[src/rtl/rotate_cmd_buffer.sv]
`timescale 1ns/1ps
// Queues {data, shift} rotate commands for an external shifter and registers its result.
// Accept->out_valid is 2 edges; in_ready drops only when the FIFO is full; !out_ready freezes the result.
module rotate_cmd_buffer #(
  parameter int DEPTH   = 4,
  parameter int DATA_W  = 8,
  parameter int SHIFT_W = 3
) (
  input  logic                     clk,
  input  logic                     rst,
  input  logic                     in_valid,
  output logic                     in_ready,
  input  logic [DATA_W-1:0]        in_data,
  input  logic [SHIFT_W-1:0]       in_shift,
  output logic [DATA_W-1:0]        sh_x,
  output logic [SHIFT_W-1:0]       sh_shift,
  input  logic [DATA_W-1:0]        sh_y,
  output logic                     out_valid,
  input  logic                     out_ready,
  output logic [DATA_W-1:0]        out_data,
  output logic [SHIFT_W-1:0]       out_shift,
  output logic [$clog2(DEPTH):0]   count
);

  localparam int          AW   = $clog2(DEPTH);
  localparam logic [AW:0] FULL = (AW+1)'(DEPTH);

  logic [DATA_W-1:0]  mem_dat [DEPTH];
  logic [SHIFT_W-1:0] mem_sh  [DEPTH];
  logic [AW-1:0]      wr_ptr;
  logic [AW-1:0]      rd_ptr;
  logic               empty;
  logic               push;
  logic               pop;

  // Full check uses the registered count, so a same-cycle pop never frees a slot early.
  assign empty    = (count == '0);
  assign in_ready = (count != FULL);
  assign push     = in_valid && in_ready;
  assign pop      = !empty && (!out_valid || out_ready);

  assign sh_x     = empty ? '0 : mem_dat[rd_ptr];
  assign sh_shift = empty ? '0 : mem_sh[rd_ptr];

  always_ff @(posedge clk) begin
    if (push) begin
      mem_dat[wr_ptr] <= in_data;
      mem_sh[wr_ptr]  <= in_shift;
    end
  end

  always_ff @(posedge clk or posedge rst) begin
    if (rst) begin
      wr_ptr <= '0;
      rd_ptr <= '0;
      count  <= '0;
    end else begin
      if (push) wr_ptr <= wr_ptr + 1'b1;
      if (pop)  rd_ptr <= rd_ptr + 1'b1;
      case ({push, pop})
        2'b10:   count <= count + 1'b1;
        2'b01:   count <= count - 1'b1;
        default: count <= count;
      endcase
    end
  end

  // Result register: reload on pop, otherwise clear valid once consumed and hold the data.
  always_ff @(posedge clk or posedge rst) begin
    if (rst) begin
      out_valid <= 1'b0;
      out_data  <= '0;
      out_shift <= '0;
    end else if (pop) begin
      out_valid <= 1'b1;
      out_data  <= sh_y;
      out_shift <= sh_shift;
    end else if (out_ready) begin
      out_valid <= 1'b0;
    end
  end

endmodule

[config.mk]
export PLATFORM = sky130hd
export DESIGN_NAME = rotate_cmd_buffer
export DESIGN_NICKNAME = d
export VERILOG_FILES = /design/src/rtl/rotate_cmd_buffer.sv
export SDC_FILE = /design/constraint.sdc
export NUM_CORES = 1
export LEC_CHECK = 0
export ABC_CLOCK_PERIOD_IN_PS = 1950
export BUFFER_PORTS_ARGS = -buffer_cell sky130_fd_sc_hd__clkbuf_2
export CAP_MARGIN = 20
export CORE_UTILIZATION = 35
export DETAILED_ROUTE_END_ITERATION = 10
export GPL_TIMING_DRIVEN = 0
export SYNTH_ARGS = -nofsm -noshare
export SYNTH_HDL_FRONTEND = slang
export SYNTH_SLANG_ARGS = --single-unit
[constraint.sdc]
create_clock -name clk -period 1.95 [get_ports clk]
set_input_delay 0.195 -clock clk [delete_from_list [all_inputs] [get_ports clk]]
set_output_delay 0.195 -clock clk [all_outputs]
set_load 0.02 [all_outputs]
==> impl_metrics.csv, run 1 <==
group,metric,value,unit
cells_and_area,fin_area,3184,um2
pwr,p_comb_share,41.8,%
min_path,hold_class,"input port to flip-flop",
min_path,holdPathStages,1,
global_route,grt_overflow_total,0,
min_path,worstHoldStart,"in_data[4]",
cts,cts_num_sinks,63,
sta,relSlewSlack,50.85,%
cts,clockRootBuffer,"clkbuf_8",
cells_and_area,area_delta_synth_final,25.25,%
global_route,antenna_found_initial,0,
die,io_pins,50,
cells_and_area,fin_cells,301,
worst_setup_path,reg2reg_depth,9,
pwr,internal_power,3410,uW
cells_and_area,most-common-layout-cells,"48 x clkbuf_2, 44 x edfxtp_1, 15 x dfrtp_1",
sta,fin_ws,-38.30,ps
die,die_area,7609,um2
sta,max_freq,0.5029,GHz
place,place_inst,278,
cells_and_area,layout_commonest_cell,"clkbuf_2",
min_path,hold_path_end,"mem_dat[2][4]",
global_route,grt_pass1_vias,1366,
sta,tightest_slew,736.4,ps
route,wirelength,4.460,mm
cells_and_area,nets,229,
die,initial_core_util,36.81,%
yosys,synth_cells,133,
worst_setup_path,rr_endpoint,"count[2]",
place,place.gp.congestion,0.6472,
cts,clk_latency,330,ps
pwr,leakage,0.001277,uW
worst_setup_path,cp.required,2200,ps
route,drtIter0Drc,51,
yosys,syn-cell-area,2542,um2
cts,cts-buffers-inserted,9,
job,maxCapViolations,0,
place,placed_area,2927,um2
yosys,avgSynthCellArea,19.12,um2
worst_setup_path,cp_max_fo,3,
worst_setup_path,critPathSlowestCell,"dfrtp_2",
die,fp.coreArea,6907,um2
route,wire_per_inst,14.82,um
run_status,violations,"setup timing",
route,vias,1351,
sta,period_needed,1988,ps
yosys,ys_seq_area_share,70.67,%
worst_setup_path,endpoint_kind,"flip-flop",
worst_setup_path,start_kind,"flip-flop",
worst_setup_path,worst-r2r-setup-slack,-40,ps
place,dpl.hpwl,2.940,mm
sta,finalHoldViolations,0,
cells_and_area,n_antenna_cell,0,
die,rows,30,
die,die_y,87.23,um
worst_setup_path,worstPathArrival,2240,ps
sta,slew_viol_final,0,
cells_and_area,layout-drive-gt1-share,53.66,%
cts,cts_tree,"built",
route,drt_pass1_iterations,3,
cts,cts_buffer_depth,2,
worst_setup_path,crit_path_cell_trace,"or3b_4 -> and2_4 -> inv_2 -> ha_4 -> inv_2 -> fa_2 -> xor2_1 -> nor2_1 -> xor2_1",
yosys,synth.distinct_cells,25,
pwr,clkPwrFrac,19.8,%
route,drc,0,
die,die_w,87.23,um
worst_setup_path,timing.rr.start,"count[0]",
place,port_buffers,49,
cts,htree_levels,3,
worst_setup_path,critPathMaxStageDelay,410,ps
worst_setup_path,path_class,"flip-flop to flip-flop",
pwr,p_sw,1786,uW
yosys,synth-seq-cells,63,
global_route,grt_max_degree,20,
sta,setup_viol,1,
global_route,track_usage,13.21,%
sta,clock_skew,7.144,ps
pwr,power_frac_seq,38.4,%
pwr,power_density,1632,nW/um2
global_route,grt_pass1_wl,7.210,mm
sta,finalCritPeriodShare,102.0,%
pwr,swShare,34.37,%
pwr,ir_worst_vdd,535.8,uV
run_status,outcome,"finished with violations",
cts,path_clk_slew,70,ps
route,avgViaCountPerCell,4.488,
yosys,synth_fp_nets,162,
sta,rsz0062_at_grt,"yes",
route,postRouteAntennaNets,0,
yosys,yosys_warnings,0,
==> flip-flops by register name, indices dropped and copies added, names as in the netlist <==
| name | count |
|---|---|
| out_shift | 3 |
| wr_ptr | 2 |
| rd_ptr | 2 |
| mem_sh | 12 |
| out_data | 8 |
| count | 3 |
| mem_dat | 32 |
| out_valid | 1 |
==> metrics by stage <==
step	setup TNS, ps	hold WS, ps	total power [uW]	worst slack, ps	utilization, %
final	-38.30	84.30	5196	-38.30	46.11
after global routing	-228.6	76.51	5516	-115.6	46.11
after CTS	-31.84	75.59	5256	-31.84	45.94
after detailed placement	-145.0	333.9	4106	-137.1	42.37
after global placement	-137.9	341.7	4077	-132.8	42.37
after floorplan	-200.7	145.9	3484	-164.1	-
==> cells in the mapped netlist <==
cell	count	area, um2
inv_1	7	26.28
and3_2	4	30.03
fa_1	1	20.02
nand2b_1	1	6.260
nor2b_1	11	68.82
xor2_1	4	35.03
mux2_4	1	15.01
and2_4	1	8.760
buf_6	1	11.26
ha_1	5	62.56
nor3_2	1	10.01
nand2_1	1	3.750
buf_2	1	5.000
mux4_2	11	247.7
mux2i_1	1	10.01
or3b_4	1	11.26
nor2b_2	1	8.760
and3b_1	1	8.760
xnor2_1	2	17.52
buf_4	1	7.510
edfxtp_1	44	1321
nor2_1	1	3.750
clkbuf_1	1	3.750
dfrtp_1	19	475.5
mux2_2	11	123.9
==> routing by layer <==
layer / wire [um] / global-route usage, % / share of wire (%) / up-vias
li1: - / - / - / 634
met5: 0 / 0 / 0 / -
met3: 105 / 2.844 / 2.4 / 9
met2: 2315 / 20.76 / 52 / 21
met4: 98 / 7.154 / 2.2 / 0
met1: 1941 / 17.20 / 44 / 687
==> worst max-delay path: cells and delay by family, from the launching register on <==
kind	cells	cell delay [ps]
buf+inv	2	100
xor+xnor	2	280
simple gates	3	670
flops	1	410
fa+ha+maj	2	450
==> cell type report <==
type,count,area [um2]
inverter,7,26.28
tap,96,120.1
timing repair buffer,56,304.0
clock buffer,10,127.6
multi-input combinational,59,706.9
buffer,4,46.29
fill,624,3722
sequential,63,1802
clock inverter,6,51.30
==> timing repair <==
action | in CTS | in global routing
endpoints found under the hold margin | 19 | 0
setup buffers | 6 | 0
pin swaps | 4 | 0
hold buffers | 1 | 0
gates resized for setup | 5 | 4
endpoints found under the setup margin | 12 | 7
==> power by group through the flow <==
stage	clock [uW]	combinational [uW]	sequential, uW
finish	1030	2170	1990
global route	1120	2350	2040
CTS	1060	2200	2000
detailed placement	0	2060	2050
global placement	0	2040	2040
floorplan	0	1310	2180
==> cells by family after synthesis <==
logic type / count (synthesis) / synth area share, %
flops: 63 / 70.67
mux: 24 / 15.60
simple gates: 23 / 6.299
buf+inv: 11 / 2.116
xor+xnor: 6 / 2.067
fa+ha+maj: 6 / 3.248
==> worst max-delay path by stage <==
stage             start  slack, ps  cells past startpoint  endpoint
2_1_floorplan  count[1]       -160                      9  count[2]
3_3_place_gp   count[1]       -130                      9  count[2]
3_5_place_dp   count[1]       -140                      9  count[2]
4_1_cts        count[0]        -30                      9  count[2]
5_1_grt        count[0]       -120                      9  count[2]
6_report       count[0]        -40                      9  count[2]
(Power assumes the default switching activity.)
==> run 2: changes to the inputs <==
--- a/config.mk
+++ b/config.mk
@@ -11,6 +11,7 @@
 export CORE_UTILIZATION = 35
 export DETAILED_ROUTE_END_ITERATION = 10
 export GPL_TIMING_DRIVEN = 0
+export PLACE_DENSITY = 0.57
 export SYNTH_ARGS = -nofsm -noshare
 export SYNTH_HDL_FRONTEND = slang
 export SYNTH_SLANG_ARGS = --single-unit
==> impl_metrics.csv, run 2 (synthesis results as in run 1) <==
group,metric,value,unit
route,postRouteAntennaNets,0,
route,drt_pass1_iterations,4,
pwr,ir_worst_vdd,649.1,uV
cells_and_area,nets,238,
cells_and_area,n_antenna_cell,0,
global_route,grt_pass1_wl,7.355,mm
route,vias,1395,
cells_and_area,most-common-layout-cells,"49 x clkbuf_2, 44 x edfxtp_1, 15 x dfrtp_1",
route,wire_per_inst,15.06,um
worst_setup_path,worst-r2r-setup-slack,-120,ps
worst_setup_path,rr_endpoint,"count[2]",
route,wirelength,4.669,mm
min_path,hold_path_end,"mem_dat[3][5]",
worst_setup_path,cp_max_fo,2,
route,drc,0,
pwr,leakage,0.001320,uW
sta,clock_skew,7.859,ps
die,fp.coreArea,6907,um2
cells_and_area,fin_area,3254,um2
run_status,violations,"setup timing",
place,dpl.hpwl,3.129,mm
sta,finalSetupTns,-132.3,ps
route,drtIter0Drc,94,
worst_setup_path,start_kind,"flip-flop",
global_route,grt_pass1_vias,1540,
die,rows,30,
cells_and_area,reg_top3,"mem_dat (32), mem_sh (12), out_data (8)",
cts,cts_num_sinks,63,
sta,fin_ws,-123.5,ps
sta,max_freq,0.4823,GHz
die,die_w,87.23,um
worst_setup_path,reg2reg_depth,9,
cts,cts_tree,"built",
min_path,hold_class,"input port to flip-flop",
cells_and_area,layout-drive-gt1-share,55.14,%
cells_and_area,max_flop_register,"mem_dat",
die,die_area,7609,um2
place,placed_area,2927,um2
pwr,power_density,1626,nW/um2
job,maxCapViolations,0,
sta,slew_viol_final,0,
cts,clk_latency,330,ps
min_path,worstHoldStart,"in_data[5]",
cts,path_clk_slew,60,ps
place,port_buffers,49,
sta,relSlewSlack,49.38,%
worst_setup_path,timing.rr.start,"count[1]",
global_route,track_usage,13.62,%
cells_and_area,fill_cells,623,
global_route,grt_overflow_total,0,
cts,cts-buffers-inserted,9,
die,io_pins,50,
worst_setup_path,endpoint_kind,"flip-flop",
sta,setup_viol,2,
sta,rsz0062_at_grt,"yes",
route,avgViaCountPerCell,4.500,
min_path,holdPathStages,1,
global_route,antenna_found_initial,0,
worst_setup_path,path_class,"flip-flop to flip-flop",
sta,finalCritPeriodShare,106.3,%
cells_and_area,layout_commonest_cell,"clkbuf_2",
cells_and_area,largest_reg_flops,32,
global_route,grt_max_degree,20,
run_status,outcome,"finished with violations",
sta,timing.hold.ws,89.36,ps
die,die_y,87.23,um
sta,period_needed,2073,ps
cells_and_area,area_delta_synth_final,28.00,%
cts,cts_buffer_depth,2,
cells_and_area,final_core_utilization,47.12,%
worst_setup_path,cp.required,2190,ps
place,place.gp.congestion,0.6442,
worst_setup_path,worstPathArrival,2320,ps
cts,htree_levels,3,
cts,clockRootBuffer,"clkbuf_8",
sta,finalHoldViolations,0,
sta,tightest_slew,758.4,ps
die,initial_core_util,36.81,%
## run 2: repair_timing
item | in CTS | in global routing
endpoints found under the hold margin | 19 | 0
hold buffers | 1 | 0
setup buffers | 12 | 3
resized for setup | 9 | 4
pin swaps | 7 | 5
endpoints found under the setup margin | 12 | 12
## run 2: per-stage QoR
step | cells | total power [uW] | worst slack (ps)
after floorplan | 133 | 3484 | -164.1
after global placement | 278 | 4046 | -148.0
after detailed placement | 278 | 4133 | -184.4
after CTS | 307 | 5299 | -111.2
after global routing | 310 | 5619 | -183.1
final | 310 | 5292 | -123.5
## run 2: cell type report
class	instances	area, um2	area share (%)
sequential	63	1802	55.36
multi-input combinational	59	718.2	22.07
timing repair buffer	65	375.4	11.53
clock buffer	15	156.4	4.806
tap	96	120.1	3.691
buffer	4	51.30	1.576
inverter	7	26.28	0.8074
clock inverter	1	5.005	0.1538
## run 2: how the worst max path moves through the flow
| stage | end | slack [ps] | start |
|---|---|---|---|
| after global placement | count[2] | -150 | count[0] |
| after global routing | count[2] | -180 | count[1] |
| after detailed placement | count[2] | -180 | count[1] |
| final | count[2] | -120 | count[1] |
| after CTS | count[2] | -110 | count[0] |
| after floorplan | count[2] | -160 | count[1] |
## run 2: worst max-delay path, cell delays in order (launching register included)
cell and delay (ps):
dfrtp_2 410, or3b_4 410, and2_4 160, inv_2 60, ha_4 130, inv_2 40, fa_2 330, xor2_1 160
nor2_1 130, xor2_1 170
## run 2: power breakdown
part | total [uW] | switching, uW | internal, uW
sequential | 2000 | 159 | 1840
combinational | 2370 | 1240 | 1120
clock | 931 | 434 | 497
total | 5290 | 1830 | 3460
## run 2: layer usage
metal	track usage (%)	routed length, um	vias to the layer above
met5	0	0	-
met1	15.26	1824	715
li1	-	-	646
met3	3.223	142	10
met2	23.91	2595	24
met4	7.601	107	0
